[config.mk]
export PLATFORM = sky130hd
export DESIGN_NAME = mem_port_arbiter_flat
export DESIGN_NICKNAME = d
export VERILOG_FILES = /design/src/rtl/mem_port_arbiter_if.sv /design/src/rtl/mem_port_arbiter.sv /design/src/flat_wrapper.sv
export SDC_FILE = /design/constraint.sdc
export NUM_CORES = 1
export LEC_CHECK = 0
export BUFFER_PORTS_ARGS = -buffer_cell sky130_fd_sc_hd__buf_2
export CAP_MARGIN = 20
export CELL_PAD_IN_SITES_DETAIL_PLACEMENT = 0
export CELL_PAD_IN_SITES_GLOBAL_PLACEMENT = 2
export CORE_MARGIN = 1.5
export CORE_UTILIZATION = 16
export CTS_BUF_LIST = sky130_fd_sc_hd__clkbuf_8 sky130_fd_sc_hd__clkbuf_16
export DETAILED_ROUTE_END_ITERATION = 6
export PLACE_DENSITY_LB_ADDON = 0.08
export SLEW_MARGIN = 20
export SYNTH_ARGS = -nofsm -noshare
export SYNTH_HDL_FRONTEND = slang
export SYNTH_SLANG_ARGS = --single-unit
[constraint.sdc]
create_clock -name CLK -period 3.25 [get_ports CLK]
set_input_delay 0.4875 -clock CLK [delete_from_list [all_inputs] [get_ports CLK]]
set_output_delay 0.4875 -clock CLK [all_outputs]
set_load 0.005 [all_outputs]
[src/rtl/mem_port_arbiter_if.sv]
// mem_port_arbiter_if: requester, memory and status signals of mem_port_arbiter.
interface mem_port_arbiter_if #(
  parameter int DATA = 18,
  parameter int ADDR = 14
);
  logic            r0_req, r1_req, r0_wr, r1_wr, r0_lock, r1_lock;
  logic [ADDR-1:0] r0_addr, r1_addr, m_addr;
  logic [DATA-1:0] r0_din, r1_din, rd_data, m_din, m_dout;
  logic            r0_gnt, r1_gnt, r0_valid, r1_valid, m_wr, busy;
  modport slave (
    input  r0_req, r1_req, r0_wr, r1_wr, r0_lock, r1_lock,
    input  r0_addr, r1_addr, r0_din, r1_din, m_dout,
    output r0_gnt, r1_gnt, r0_valid, r1_valid, rd_data,
    output m_wr, m_addr, m_din, busy
  );
  modport master (
    output r0_req, r1_req, r0_wr, r1_wr, r0_lock, r1_lock,
    output r0_addr, r1_addr, r0_din, r1_din, m_dout,
    input  r0_gnt, r1_gnt, r0_valid, r1_valid, rd_data,
    input  m_wr, m_addr, m_din, busy
  );
endinterface

[src/rtl/mem_port_arbiter.sv]
// mem_port_arbiter: two-requester single-port memory arbiter with lock bursts.
// Define ARB_ROUND_ROBIN_EN for round-robin conflicts; default is fixed r0 priority.
module mem_port_arbiter #(
  parameter int DATA      = 18,
  parameter int ADDR      = 14,
  parameter int MAX_BURST = 16
) (
  input logic               CLK,
  input logic               CLR,
  mem_port_arbiter_if.slave bus
);
  typedef enum logic [1:0] {IDLE, OWN0, OWN1} state_t;
  localparam int CW = $clog2(MAX_BURST + 1);
  // The entry grant is not counted, so the burst ends when the counter reaches MAX_BURST-2
  localparam logic [CW-1:0] LAST = CW'(MAX_BURST > 1 ? MAX_BURST - 2 : 0);
  localparam bit CAN_LOCK = MAX_BURST > 1;
  state_t          r_state, w_next;
  logic [CW-1:0]   r_cnt;
  logic            r_v0, r_v1, w_gnt0, w_gnt1, w_prio1, w_pick1, w_last;
  logic [ADDR-1:0] w_addr;
  logic [DATA-1:0] w_din;
`ifdef ARB_ROUND_ROBIN_EN
  logic r_ptr;
  always_ff @(posedge CLK or negedge CLR)
    if (!CLR) r_ptr <= 1'b0;
    else if (w_gnt0 || w_gnt1) r_ptr <= w_gnt0;
  assign w_prio1 = r_ptr;
`else
  assign w_prio1 = 1'b0;
`endif
  assign w_last  = r_cnt >= LAST;
  assign w_pick1 = bus.r1_req && (!bus.r0_req || w_prio1);
  always_comb begin
    w_gnt0 = 1'b0;
    w_gnt1 = 1'b0;
    w_next = IDLE;
    if (r_state == OWN0 && bus.r0_req) begin
      w_gnt0 = 1'b1;
      w_next = bus.r0_lock && !w_last ? OWN0 : IDLE;
    end else if (r_state == OWN1 && bus.r1_req) begin
      w_gnt1 = 1'b1;
      w_next = bus.r1_lock && !w_last ? OWN1 : IDLE;
    end else begin
      w_gnt1 = w_pick1;
      w_gnt0 = bus.r0_req && !w_pick1;
      w_next = CAN_LOCK && w_gnt0 && bus.r0_lock ? OWN0 :
               CAN_LOCK && w_gnt1 && bus.r1_lock ? OWN1 : IDLE;
    end
  end
  always_ff @(posedge CLK or negedge CLR)
    if (!CLR) begin
      r_state <= IDLE;
      r_cnt   <= '0;
      r_v0    <= 1'b0;
      r_v1    <= 1'b0;
    end else begin
      r_state <= w_next;
      r_cnt   <= (w_next != IDLE && w_next == r_state) ? r_cnt + CW'(1) : '0;
      r_v0    <= w_gnt0 && !bus.r0_wr;
      r_v1    <= w_gnt1 && !bus.r1_wr;
    end
  assign w_addr       = w_gnt1 ? bus.r1_addr : bus.r0_addr;
  assign w_din        = w_gnt1 ? bus.r1_din : bus.r0_din;
  assign bus.r0_gnt   = w_gnt0 && CLR;
  assign bus.r1_gnt   = w_gnt1 && CLR;
  assign bus.m_wr     = CLR && ((w_gnt0 && bus.r0_wr) || (w_gnt1 && bus.r1_wr));
  assign bus.m_addr   = w_addr;
  assign bus.m_din    = w_din;
  assign bus.r0_valid = r_v0;
  assign bus.r1_valid = r_v1;
  assign bus.rd_data  = bus.m_dout;
  assign bus.busy     = r_state != IDLE;
endmodule

[src/flat_wrapper.sv]
// flat-port wrapper written by rule: the top's interface ports become plain ports
module mem_port_arbiter_flat 
#(
  parameter int DATA      = 18,
  parameter int ADDR      = 14,
  parameter int MAX_BURST = 16
)
  (CLK, CLR, bus_r0_req, bus_r1_req, bus_r0_wr, bus_r1_wr, bus_r0_lock, bus_r1_lock, bus_r0_addr, bus_r1_addr, bus_r0_din, bus_r1_din, bus_m_dout, bus_r0_gnt, bus_r1_gnt, bus_r0_valid, bus_r1_valid, bus_rd_data, bus_m_wr, bus_m_addr, bus_m_din, bus_busy);
  mem_port_arbiter_if #(.DATA(DATA), .ADDR(ADDR)) bus_i ();
  input logic CLK;
  input logic CLR;
  input wire logic [$bits(bus_i.r0_req)-1:0] bus_r0_req;
  input wire logic [$bits(bus_i.r1_req)-1:0] bus_r1_req;
  input wire logic [$bits(bus_i.r0_wr)-1:0] bus_r0_wr;
  input wire logic [$bits(bus_i.r1_wr)-1:0] bus_r1_wr;
  input wire logic [$bits(bus_i.r0_lock)-1:0] bus_r0_lock;
  input wire logic [$bits(bus_i.r1_lock)-1:0] bus_r1_lock;
  input wire logic [$bits(bus_i.r0_addr)-1:0] bus_r0_addr;
  input wire logic [$bits(bus_i.r1_addr)-1:0] bus_r1_addr;
  input wire logic [$bits(bus_i.r0_din)-1:0] bus_r0_din;
  input wire logic [$bits(bus_i.r1_din)-1:0] bus_r1_din;
  input wire logic [$bits(bus_i.m_dout)-1:0] bus_m_dout;
  output wire logic [$bits(bus_i.r0_gnt)-1:0] bus_r0_gnt;
  output wire logic [$bits(bus_i.r1_gnt)-1:0] bus_r1_gnt;
  output wire logic [$bits(bus_i.r0_valid)-1:0] bus_r0_valid;
  output wire logic [$bits(bus_i.r1_valid)-1:0] bus_r1_valid;
  output wire logic [$bits(bus_i.rd_data)-1:0] bus_rd_data;
  output wire logic [$bits(bus_i.m_wr)-1:0] bus_m_wr;
  output wire logic [$bits(bus_i.m_addr)-1:0] bus_m_addr;
  output wire logic [$bits(bus_i.m_din)-1:0] bus_m_din;
  output wire logic [$bits(bus_i.busy)-1:0] bus_busy;
  assign bus_i.r0_req = bus_r0_req;
  assign bus_i.r1_req = bus_r1_req;
  assign bus_i.r0_wr = bus_r0_wr;
  assign bus_i.r1_wr = bus_r1_wr;
  assign bus_i.r0_lock = bus_r0_lock;
  assign bus_i.r1_lock = bus_r1_lock;
  assign bus_i.r0_addr = bus_r0_addr;
  assign bus_i.r1_addr = bus_r1_addr;
  assign bus_i.r0_din = bus_r0_din;
  assign bus_i.r1_din = bus_r1_din;
  assign bus_i.m_dout = bus_m_dout;
  assign bus_r0_gnt = bus_i.r0_gnt;
  assign bus_r1_gnt = bus_i.r1_gnt;
  assign bus_r0_valid = bus_i.r0_valid;
  assign bus_r1_valid = bus_i.r1_valid;
  assign bus_rd_data = bus_i.rd_data;
  assign bus_m_wr = bus_i.m_wr;
  assign bus_m_addr = bus_i.m_addr;
  assign bus_m_din = bus_i.m_din;
  assign bus_busy = bus_i.busy;
  mem_port_arbiter #(.DATA(DATA), .ADDR(ADDR), .MAX_BURST(MAX_BURST)) u_core (.CLK(CLK), .CLR(CLR), .bus(bus_i));
endmodule
### Yosys cells after proc, flatten, opt, wreduce, memory -nomap -nowiden

Index checks and enable logic that the tools add are counted.
Widths: inputs -> output; s select.

| word-level totals | value |
|---|---|
| bits in latches | 0 |
| memory bits (read-only) | 0 |
| flip-flop bits (word level) | 9 |
| bits in writable memories | 0 |
| output and inout bits | 56 |
| logic and storage cells | 46 |
| input port bits | 90 |
| memories | 0 |

| cells by class | value |
|---|---|
| div/mod/pow operators | 0 |
| bitwise gates (word level) | 0 |
| $mul | 0 |
| equality and inequality tests | 3 |
| reduce and logical (&&, ||, !) cells | 24 |
| multiplexer cells | 13 |
| shift operators | 0 |
| $lt $le $gt $ge | 1 |
| add/sub/neg operators | 1 |

Operator list:

| kind | count |
|---|---|
| $mux 18 | 1 |
| $logic_and 1x1->1 | 16 |
| $mux 14 | 1 |
| $mux 2 | 5 |
| $add 5x1->5 const B | 1 |
| $ge 5x4->1 const B | 1 |
| $logic_not 1->1 | 5 |
| $mux 1 | 5 |
| $mux 5 | 1 |
| $reduce_bool 2->1 | 2 |
| $eq 2x1->1 const B | 1 |
| $eq 2x2->1 | 1 |
| $eq 2x2->1 const B | 1 |
| $logic_or 1x1->1 | 1 |

### Longest topological paths before layout

Gate-level depths: netlist of run 1.

| depth | value |
|---|---|
| depth after elaboration | 11 |
| gate-level depth with buffers | 5 |
| depth with buffers taken out | 5 |

### Worst setup path after synthesis of run 1

Ideal clock, no wire load.

| path | value |
|---|---|
| path type | input -> output |
| start point | in bus_r0_req |
| end point | out bus_m_addr[0] |
| cell stages on the path | 4 |
| required time | 2,762 ps |
| path buffers | 1 |
| slack | 1,466 ps |
| arrival time | 1,297 ps |
| cell sequence | inv_1 o21ai_4 buf_6 mux2_4 |

| on the way | value |
|---|---|
| word-level cells in the longest chain between the ends | 5 |
| elaborated cells between the ends (all ways) | 6 |
| classes of those cells | 3 x mux; 3 x reduce/logical |

RTL lines:

| what | RTL line | text |
|---|---|---|
| from (decl) | flat_wrapper.sv:12 | `input wire logic [$bits(bus_i.r0_req)-1:0] bus_r0_req;` |
| $logic_not 1->1 | mem_port_arbiter.sv:32 | `assign w_pick1 = bus.r1_req && (!bus.r0_req \|\| w_prio1);` |
| $logic_and 1x1->1 | mem_port_arbiter.sv:32 |  |
| $mux 1 | mem_port_arbiter.sv:40 | `end else if (r_state == OWN1 && bus.r1_req) begin` |
| $mux 1 * | mem_port_arbiter.sv:37 | `if (r_state == OWN0 && bus.r0_req) begin` |
| $mux 14 * | mem_port_arbiter.sv:62 | `assign w_addr = w_gnt1 ? bus.r1_addr : bus.r0_addr;` |
| to (decl) | flat_wrapper.sv:29 | `output wire logic [$bits(bus_i.m_addr)-1:0] bus_m_addr;` |

Mark *: on every way between the ends. The rest lies on a longest branch, timed or not.

### Final worst setup path of run 1

| path | value |
|---|---|
| start point | reg u_core.r_state[1] |
| end point | out bus_m_din[17] |

| on the way | value |
|---|---|
| word-level cells in the longest chain between the ends | 5 |
| elaborated cells between the ends (all ways) | 7 |
| classes of those cells | 2 x eq/ne; 3 x mux; 2 x reduce/logical |

RTL lines:

| what | RTL line | text |
|---|---|---|
| from (decl) | mem_port_arbiter.sv:17 | `state_t r_state, w_next;` |
| from (signal assigned) | mem_port_arbiter.sv:57 | `r_state <= w_next;` |
| $eq 2x2->1 | mem_port_arbiter.sv:40 |  |
| $logic_and 1x1->1 | mem_port_arbiter.sv:40 |  |
| $mux 1 | mem_port_arbiter.sv:40 |  |
| $mux 1 * | mem_port_arbiter.sv:37 |  |
| $mux 18 * | mem_port_arbiter.sv:63 | `assign w_din = w_gnt1 ? bus.r1_din : bus.r0_din;` |
| to (decl) | flat_wrapper.sv:30 | `output wire logic [$bits(bus_i.m_din)-1:0] bus_m_din;` |

Marks and branches as above.

==> impl_metrics.yaml, run 1 <==
drt:
  average_wire_length_per_cell_after_detail_routing_um: 12.86
  drt_iter0_drc: 10
  avgViaCountPerCell: 3.967
  drc: 0
  vias: 1083
  firstDrtPassIters: 4
  postRouteWirelength_um: 3510
  post_route_ant_nets: 0
die:
  die_width_um: 86.19
  io_pins: 146
  initial_utilization_pct: 16.39
  core_box_area_mm2: 0.006756
  rows: 30
  die_area_mm2: 0.007429
  height_of_the_die_um: 86.19
timing:
  slew_viol_final: 0
  worst_clk_skew_ns: 0.004180
  worst-slew-pin-transition_ns: 0.5810
  timing.max_slew.rel_slack_pct: 61.27
  finalWorstPathRequiredPeriod_ns: 2.453
  period_share_pct: 75.46
  clock.fmax_mhz: 407.7
  rsz0062_at_grt: "false"
  setup_violations: 0
  report.final.hold_viol_count: 0
  hold-worst-slack_ns: 0.1274
  fin_setup_tns_ns: 0
worst_setup_path:
  cp_data_arrival_time_ns: 1.97
  timing.reg2reg.setup_slack_ns: 1.82
  timing.critical_path.cells: "nor2b_4 -> o21ai_4 -> buf_4 -> mux2_2 -> buf_2"
  setup.worst_path.end_class: "primary output"
  critical_path.top_delay_family: "buffers and inverters"
  critical_path.n_buffers_inverters: 2
  critical-path-max-stage-delay_ns: 0.50
  cp-start-kind: "flip-flop"
  criticalPathCategory: "flip-flop to primary output"
  path_max_fanout: 34
  cp.required_ns: 2.76
  highest_delay_cell_along_the_critical_path: "sky130_fd_sc_hd__buf_4"
clock_tree:
  total_cts_buffers: 3
  hold_buffers: 0
  maximum_buffer_depth_of_the_clock_tree: 2
  cts.htree.levels: 1
  cts_root_buf: "sky130_fd_sc_hd__clkbuf_8"
  cts.clk_slew.worst_paths_ns: 0.05
  cts_setup_buffers: 0
  worstSkewPairLatency_ns: 0.23
  postCtsResizedCells: 0
  clock_sink_count: 9
  cts_tree: "done"
finish:
  final-seq-area_um2: 225.2
  nNetsFinal: 286
  antennaDiodeCount: 0
  syn_to_final_growth_pct: 47.80
  filler_cells: 745
  multi_input_comb_area_um2: 698.2
  fraction_of_final_layout_cells_sized_beyond_drive_strength_1_pct: 76.68
  finish.instance_area_mm2: 0.001637
placement:
  gp_congestion: 0.7732
  port_buffers: 109
  placed_cell_areas_mm2: 0.001592
  detailedPlacementHpwl_um: 2895
global_route:
  grt_use_total_pct: 8.365
  globalRoute.totalOverflow: 0
  grt_antenna_before_repair: 0
  grt_first_pass_wirelength_um: 4954
  grt_pass1_vias: 1050
  grt_max_degree: 35
synthesis:
  synth.ff_latch_count: 9
  synth_top_area_cell: "sky130_fd_sc_hd__mux2_4"
  syn_avg_cell_area_um2: 11.07
  synth_most_common_cell: "sky130_fd_sc_hd__mux2_4"
  async_flop_share_pct: 100.0
  synth_top_cells_by_area: "sky130_fd_sc_hd__mux2_4, sky130_fd_sc_hd__dfrtp_1, sky130_fd_sc_hd__buf_4"
  yosysSeqAreaShare_pct: 20.34
  synthesis.area_mm2: 0.001107
  synth_enable_flop_cells: 0
  synth.lib_cells_used.distinct: 25
  syn-num-nets: 192
  commonest_cells_in_the_synthesized_netlist: "sky130_fd_sc_hd__mux2_4, sky130_fd_sc_hd__buf_4, sky130_fd_sc_hd__dfrtp_1, sky130_fd_sc_hd__nor2_1"
  ys_warn_count: 0
  synth_top_cell_area_share_pct: 37.97
  syn_inst: 100
  synth_ff_type: "sky130_fd_sc_hd__dfrtp_1"
pwr:
  vdd.ir_drop.worst_mv: 0.1167
  power_leakage_nw: 0.9748
  fin_total_pwr_mw: 0.4198
  power_density_mw_per_mm2: 256.5
flow_run:
  max-cap-violations: 0
status:
  run_status: "finished, final reports clean"
hold_path:
  timing.hold.worst.class: "input port to asynchronous set/reset pin"
where the power goes:
group	internal (mW)	switching [mW]
combinational	0.110	0.0623
sequential	0.115	0.00295
clock	0.0825	0.0466
final cells by class:
type                       instances  share of cell area, %
tap                               80                  6.116
timing repair buffer             110                  33.79
clock inverter                     1                 0.2294
multi-input combinational         66                  42.66
sequential                         9                  13.76
clock buffer                       3                  2.523
inverter                           4                 0.9174
path summary, 6_finish.rpt:
kind                              startpoint                  end  cells after the start
setup / recovery           u_core.r_state[1]        bus_m_din[17]                      5
hold / removal                           CLR    u_core.r_state[1]                      1
setup reg to reg           u_core.r_state[1]  u_core.bus.r1_valid                      4
hold reg to reg              u_core.r_cnt[0]      u_core.r_cnt[0]                      1
max in group asynchronous                CLR  u_core.bus.r1_valid                      1
min in group CLK                   bus_r0_wr  u_core.bus.r0_valid                      2
through the flow:
stage	cells	setup WS [ns]	utilization, %
2_1_floorplan	100	1.466	-
3_3_place_gp	269	0.9101	23.56
3_5_place_dp	269	0.8816	23.56
4_1_cts	273	0.7711	24.22
5_1_grt	273	0.6888	24.22
6_report	273	0.7975	24.22
sequential cells by signal, indices dropped and copies added, names as in the netlist:
name                 flops
u_core.bus.r0_valid      1
u_core.bus.r1_valid      1
u_core.r_cnt             5
u_core.r_state           2
cell families after synthesis:
| kind of cell | count (synthesis) | share of synthesized area [%] |
|---|---|---|
| AND/OR/NAND/NOR | 21 | 10.17 |
| multiplexers | 32 | 42.03 |
| XOR/XNOR | 2 | 1.582 |
| adder cells (fa/ha/maj) | 2 | 2.260 |
| buffers and inverters | 25 | 16.61 |
| flip-flops | 9 | 20.34 |
| AO/OA/AOI/OAI | 9 | 7.006 |
routing by layer:
| layer | vias to the layer above | wire, µm | GRT usage (%) |
|---|---|---|---|
| li1 | 516 | - | - |
| met1 | 477 | 1525 | 10.49 |
| met2 | 82 | 1598 | 14.32 |
| met3 | 8 | 347 | 1.810 |
| met4 | 0 | 39 | 2.639 |
| met5 | - | 0 | 0 |
cell usage in the layout, fill, tap and decap left out, drive strengths merged:
cell type  count
buf          110
o21ai          1
or2            1
o21a           1
dfrtp          9
xnor2          1
clkbuf         3
xor2           1
nand4b         2
nor3           1
o211a          2
inv            5
a21oi          3
mux2          32
o311a          1
nor2           9
nand2          2
nand3          2
and2           1
nand2b         1
ha             2
nor2b          2
a211o          1
Note: power is estimated with default switching activity, not from simulation.
==> inputs of run 2 (changes only) <==
--- a/config.mk
+++ b/config.mk
@@ -10,7 +10,7 @@
 export CELL_PAD_IN_SITES_DETAIL_PLACEMENT = 0
 export CELL_PAD_IN_SITES_GLOBAL_PLACEMENT = 2
 export CORE_MARGIN = 1.5
-export CORE_UTILIZATION = 16
+export CORE_UTILIZATION = 13
 export CTS_BUF_LIST = sky130_fd_sc_hd__clkbuf_8 sky130_fd_sc_hd__clkbuf_16
 export DETAILED_ROUTE_END_ITERATION = 6
 export PLACE_DENSITY_LB_ADDON = 0.08
==> constraint.sdc (replaced) <==
create_clock -name CLK -period 2.17 [get_ports CLK]
set_input_delay 0.3255 -clock CLK [delete_from_list [all_inputs] [get_ports CLK]]
set_output_delay 0.3255 -clock CLK [all_outputs]
set_load 0.005 [all_outputs]
==> run 2 against run 1 <==
Critical path depth is the same; clock skew down 0.0030 ns; clock power grew 56%; first-iteration DRC count rose by 110%; global-route usage fell by 0.50 points; total power increased by 54%; combinational power up 55%; sequential power up 50%; sequential share of layout area fell by 0.50 points; highest routed layer unchanged.
==> impl_metrics.yaml, run 2 (same netlist as run 1, synthesis figures left out) <==
clock_tree:
  cts_setup_buffers: 0
  maximum_buffer_depth_of_the_clock_tree: 2
  clock_sink_count: 9
  cts_tree: "done"
  postCtsResizedCells: 0
  cts.clk_slew.worst_paths_ns: 0.05
  cts_root_buf: "sky130_fd_sc_hd__clkbuf_8"
  worstSkewPairLatency_ns: 0.24
  total_cts_buffers: 3
  cts.htree.levels: 1
drt:
  vias: 1102
  avgViaCountPerCell: 3.673
  detailroute.wirelength.met2_um: 1936
  postRouteWirelength_um: 3883
  routed_length_on_met1_um: 1342
  met3RoutedLength_um: 524
  post_route_ant_nets: 0
  firstDrtPassIters: 4
  drt_iter0_drc: 21
  drc: 0
  highest-signal-layer: "met4"
  average_wire_length_per_cell_after_detail_routing_um: 12.94
timing:
  report.final.hold_viol_count: 0
  worst_clk_skew_ns: 0.001148
  setup_violations: 0
  clock.fmax_mhz: 485.7
  fin_setup_tns_ns: 0
  hold-worst-slack_ns: 0.2491
  slew_viol_final: 0
  period_share_pct: 94.88
  rsz0062_at_grt: "false"
  timing.max_slew.rel_slack_pct: 81.34
  finalWorstPathRequiredPeriod_ns: 2.059
  worst-slew-pin-transition_ns: 0.2798
worst_setup_path:
  cp.required_ns: 1.84
  highest_delay_cell_along_the_critical_path: "sky130_fd_sc_hd__dfrtp_1"
  cp-start-kind: "flip-flop"
  timing.critical_path.cells: "nor2b_4 -> o21ai_4 -> buf_12 -> mux2_2 -> buf_2"
  critical-path-max-stage-delay_ns: 0.42
  path_max_fanout: 34
  criticalPathCategory: "flip-flop to primary output"
  setup.worst_path.end_class: "primary output"
  cp_data_arrival_time_ns: 1.73
finish:
  registers_with_the_most_flip_flops: "u_core.r_cnt: 5 flops, u_core.r_state: 2 flops"
  filler_cells: 920
  finish.instance_area_mm2: 0.001698
  registers.top_by_ff_count: "u_core.r_cnt"
  most_common_library_cell_in_the_layout_ignoring_fill_and_taps: "sky130_fd_sc_hd__buf_2"
  syn_to_final_growth_pct: 53.33
  most-common-layout-cells: "sky130_fd_sc_hd__buf_2, sky130_fd_sc_hd__mux2_4, sky130_fd_sc_hd__nor2_1, sky130_fd_sc_hd__dfrtp_1, sky130_fd_sc_hd__inv_1"
  fraction_of_final_layout_cells_sized_beyond_drive_strength_1_pct: 76.41
  nNetsFinal: 288
  number_of_flip_flops_in_the_largest_register: 5
  antennaDiodeCount: 0
hold_path:
  timing.hold.worst.class: "input port to flip-flop"
global_route:
  grt_use_total_pct: 7.868
  globalRoute.totalOverflow: 0
  grt_pass1_vias: 1061
  grt_first_pass_wirelength_um: 5375
  grt_max_degree: 35
  grt_antenna_before_repair: 0
die:
  die_width_um: 95.29
  io_pins: 146
  rows: 33
  height_of_the_die_um: 95.29
  die_area_mm2: 0.009080
  initial_utilization_pct: 13.48
  core_box_area_mm2: 0.008217
placement:
  port_buffers: 109
  placed_cell_areas_mm2: 0.001643
  detailedPlacementHpwl_um: 3340
  gp_congestion: 0.7017
pwr:
  power_density_mw_per_mm2: 379.8
  power_leakage_nw: 0.9893
  vdd.ir_drop.worst_mv: 0.1411
flow_run:
  max-cap-violations: 0
status:
  run_status: "finished, final reports clean"
## run 2: changes by cell type in the layout (fill, tap and decap cells not counted)
cell,before,now
sky130_fd_sc_hd__dlygate4sd3_1,0,1
sky130_fd_sc_hd__buf_12,0,1
## run 2: final cells by class
type	instances	area, µm²	share of cell area [%]
sequential	9	225.2	13.26
inverter	4	15.01	0.8843
multi-input combinational	66	698.2	41.12
clock inverter	1	3.754	0.2211
tap	105	131.4	7.738
timing repair buffer	112	583.1	34.34
clock buffer	3	41.29	2.432
## run 2: worst paths after layout
kind                                       end  slack, ns               from  cells after the start
max in group asynchronous  u_core.bus.r0_valid       1.46                CLR                      2
setup reg to reg               u_core.r_cnt[3]       0.77    u_core.r_cnt[0]                      5
hold / removal             u_core.bus.r1_valid       0.25          bus_r1_wr                      2
setup / recovery                bus_m_addr[13]       0.11  u_core.r_state[1]                      5
min in group asynchronous      u_core.r_cnt[3]       0.49                CLR                      2
hold reg to reg                u_core.r_cnt[0]       0.50    u_core.r_cnt[0]                      1
## run 2: power breakdown
part / internal, mW / total, mW / switching [mW]
clock: 0.124 / 0.201 / 0.0768
sequential: 0.173 / 0.177 / 0.00435
combinational: 0.170 / 0.267 / 0.0968
total: 0.467 / 0.645 / 0.178
## run 2: layer usage
| layer | track usage [%] | vias to the layer above |
|---|---|---|
| met5 | 0 | - |
| met4 | 3.607 | 0 |
| met3 | 2.392 | 12 |
| met2 | 14.95 | 77 |
| met1 | 7.689 | 495 |
| li1 | - | 518 |
## run 2: repair_timing
item	CTS	global route
hold buffers	1	0
hold endpoints to repair	9	0
setup endpoints to repair	0	0
## run 2: through the flow
stage / setup slack [ns] / total power, mW / std cells / util (%)
6_report: 0.1111 / 0.6449 / 300 / 20.66
5_1_grt: 0.01350 / 0.6918 / 300 / 20.66
4_1_cts: 0.08468 / 0.6646 / 300 / 20.66
3_5_place_dp: 0.3599 / 0.4517 / 295 / 19.99
3_3_place_gp: 0.3770 / 0.4528 / 295 / 19.99
2_1_floorplan: 0.5703 / 0.3402 / 100 / -
## run 2: critical path, delay by kind of cell (launching register included)
| family | cells | cell delay, ns |
|---|---|---|
| compound gates | 1 | 0.14 |
| buf+inv | 2 | 0.38 |
| flops | 1 | 0.42 |
| mux | 1 | 0.37 |
| simple gates | 1 | 0.16 |
==> inputs of run 3 (changes only) <==
--- a/config.mk
+++ b/config.mk
@@ -5,14 +5,14 @@
 export SDC_FILE = /design/constraint.sdc
 export NUM_CORES = 1
 export LEC_CHECK = 0
-export BUFFER_PORTS_ARGS = -buffer_cell sky130_fd_sc_hd__buf_2
 export CAP_MARGIN = 20
 export CELL_PAD_IN_SITES_DETAIL_PLACEMENT = 0
 export CELL_PAD_IN_SITES_GLOBAL_PLACEMENT = 2
 export CORE_MARGIN = 1.5
-export CORE_UTILIZATION = 13
+export CORE_UTILIZATION = 26
 export CTS_BUF_LIST = sky130_fd_sc_hd__clkbuf_8 sky130_fd_sc_hd__clkbuf_16
 export DETAILED_ROUTE_END_ITERATION = 6
+export DONT_BUFFER_PORTS = 1
 export PLACE_DENSITY_LB_ADDON = 0.08
 export SLEW_MARGIN = 20
 export SYNTH_ARGS = -nofsm -noshare
==> run 3 against run 2 <==
Die area decreased by 49%; combinational power fell by 43%; count of clock-buffer cells in the layout stayed put; global-route usage up 2.8 points; critical path type unchanged; critical endpoint is now bus_m_din[17]; largest cell class unchanged.
==> impl_metrics.yaml, run 3 (same netlist as run 1, synthesis figures left out) <==
die:
  rows: 23
  io_pins: 146
  core_box_area_mm2: 0.004058
  height_of_the_die_um: 68.26
  die_area_mm2: 0.004659
  die_width_um: 68.26
  initial_utilization_pct: 27.29
worst_setup_path:
  cp-start-kind: "flip-flop"
  cp_data_arrival_time_ns: 1.61
  criticalPathCategory: "flip-flop to primary output"
  path_max_fanout: 34
  cp.required_ns: 1.84
  setup.worst_path.end_class: "primary output"
timing:
  report.final.hold_viol_count: 0
  fin_setup_tns_ns: 0
  rsz0062_at_grt: "false"
  clock.fmax_mhz: 516.8
  period_share_pct: 89.17
  worst-slew-pin-transition_ns: 0.4652
  slew_viol_final: 0
  hold-worst-slack_ns: 0.1488
  timing.max_slew.rel_slack_pct: 68.89
  setup_violations: 0
  finalWorstPathRequiredPeriod_ns: 1.935
  worst_clk_skew_ns: 0.002014
pwr:
  power_density_mw_per_mm2: 491.2
  fin_total_pwr_mw: 0.5285
  vdd.ir_drop.worst_mv: 0.2549
  power_leakage_nw: 0.5498
flow_run:
  max-cap-violations: 0
clock_tree:
  cts.clk_slew.worst_paths_ns: 0.05
  cts_root_buf: "sky130_fd_sc_hd__clkbuf_8"
  cts_tree: "done"
  worstSkewPairLatency_ns: 0.24
  clock_sink_count: 9
  maximum_buffer_depth_of_the_clock_tree: 2
  cts.htree.levels: 1
  postCtsResizedCells: 0
  hold_buffers: 1
  total_cts_buffers: 3
  cts_setup_buffers: 0
finish:
  nNetsFinal: 178
  final_core_utilization_pct: 26.52
  antennaDiodeCount: 0
  most-common-layout-cells: "sky130_fd_sc_hd__mux2_4, sky130_fd_sc_hd__nor2_1, sky130_fd_sc_hd__dfrtp_1, sky130_fd_sc_hd__inv_1, sky130_fd_sc_hd__mux2_2"
  fraction_of_final_layout_cells_sized_beyond_drive_strength_1_pct: 45.88
  finish.instance_area_mm2: 0.001076
  number_of_flip_flops_in_the_largest_register: 5
  registers_with_the_most_flip_flops: "u_core.r_cnt: 5 flops, u_core.r_state: 2 flops"
  registers.top_by_ff_count: "u_core.r_cnt"
  syn_to_final_growth_pct: -2.825
  most_common_library_cell_in_the_layout_ignoring_fill_and_taps: "sky130_fd_sc_hd__mux2_4"
drt:
  drc: 0
  post_route_ant_nets: 0
  average_wire_length_per_cell_after_detail_routing_um: 20.77
  avgViaCountPerCell: 4.993
  drt_iter0_drc: 4
  firstDrtPassIters: 2
  postRouteWirelength_um: 2804
  vias: 674
global_route:
  globalRoute.totalOverflow: 0
  grt.met1_usage_pct: 12.09
  grt_max_degree: 35
  grt_pass1_vias: 664
  grt_most_used_layer: "met2"
  grt_use_total_pct: 10.72
  met2_usage_pct: 17.84
  grt_antenna_before_repair: 0
  gr-usage-met3_pct: 5.263
  grt_first_pass_wirelength_um: 3470
placement:
  detailedPlacementHpwl_um: 2342
  port_buffers: 0
  gp_congestion: 0.6869
  placed_cell_areas_mm2: 0.001021
status:
  run_status: "finished, final reports clean"
hold_path:
  timing.hold.worst.class: "input port to flip-flop"
==> run 3: cell count changes in the layout (fill, tap and decap cells not counted), sizes merged <==
cell | previous run | this run
buf | 111 | 1
==> run 3: metrics by stage <==
stage	std cells	worst slack, ns
3_3_place_gp	130	0.5022
6_report	135	0.2351
3_5_place_dp	130	0.4704
2_1_floorplan	100	0.5703
5_1_grt	135	0.1348
4_1_cts	135	0.2160
==> run 3: power breakdown <==
group	switching [mW]	internal, mW	leakage [nW]
logic	0.0604	0.0906	0.401
clock network	0.0759	0.124	0.0269
registers	0.00474	0.173	0.122
total	0.141	0.387	0.550
==> run 3: area by class of cell <==
class,count,area [µm²]
Inverter,4,15.01
Clock inverter,1,3.754
Timing Repair Buffer,2,30.03
Sequential cell,9,225.2
Tap cell,50,62.56
Clock buffer,3,41.29
Fill cell,426,2982
Multi-Input combinational cell,66,698.2
==> run 3: critical path: stages, from the launching register on <==
cell                      delay, ns
sky130_fd_sc_hd__dfrtp_1       0.42
sky130_fd_sc_hd__nor2b_4       0.16
sky130_fd_sc_hd__o21ai_4       0.14
sky130_fd_sc_hd__buf_12        0.25
sky130_fd_sc_hd__mux2_2        0.39
==> run 3: worst paths after layout <==
path	start	to	slack [ns]	cells after the start
max	u_core.r_state[1]	bus_m_din[17]	0.24	4
min	bus_r0_wr	u_core.bus.r0_valid	0.15	1
max reg2reg	u_core.r_cnt[0]	u_core.r_cnt[4]	0.79	5
min reg2reg	u_core.r_cnt[0]	u_core.r_cnt[0]	0.49	1
max in group asynchronous	CLR	u_core.bus.r0_valid	1.37	1
min in group asynchronous	CLR	u_core.r_cnt[0]	0.48	1
==> run 3: routing by layer <==
layer	vias up	wire, µm
met4	0	59
met5	-	0
met2	62	1446
li1	299	-
met3	10	288
met1	303	1010
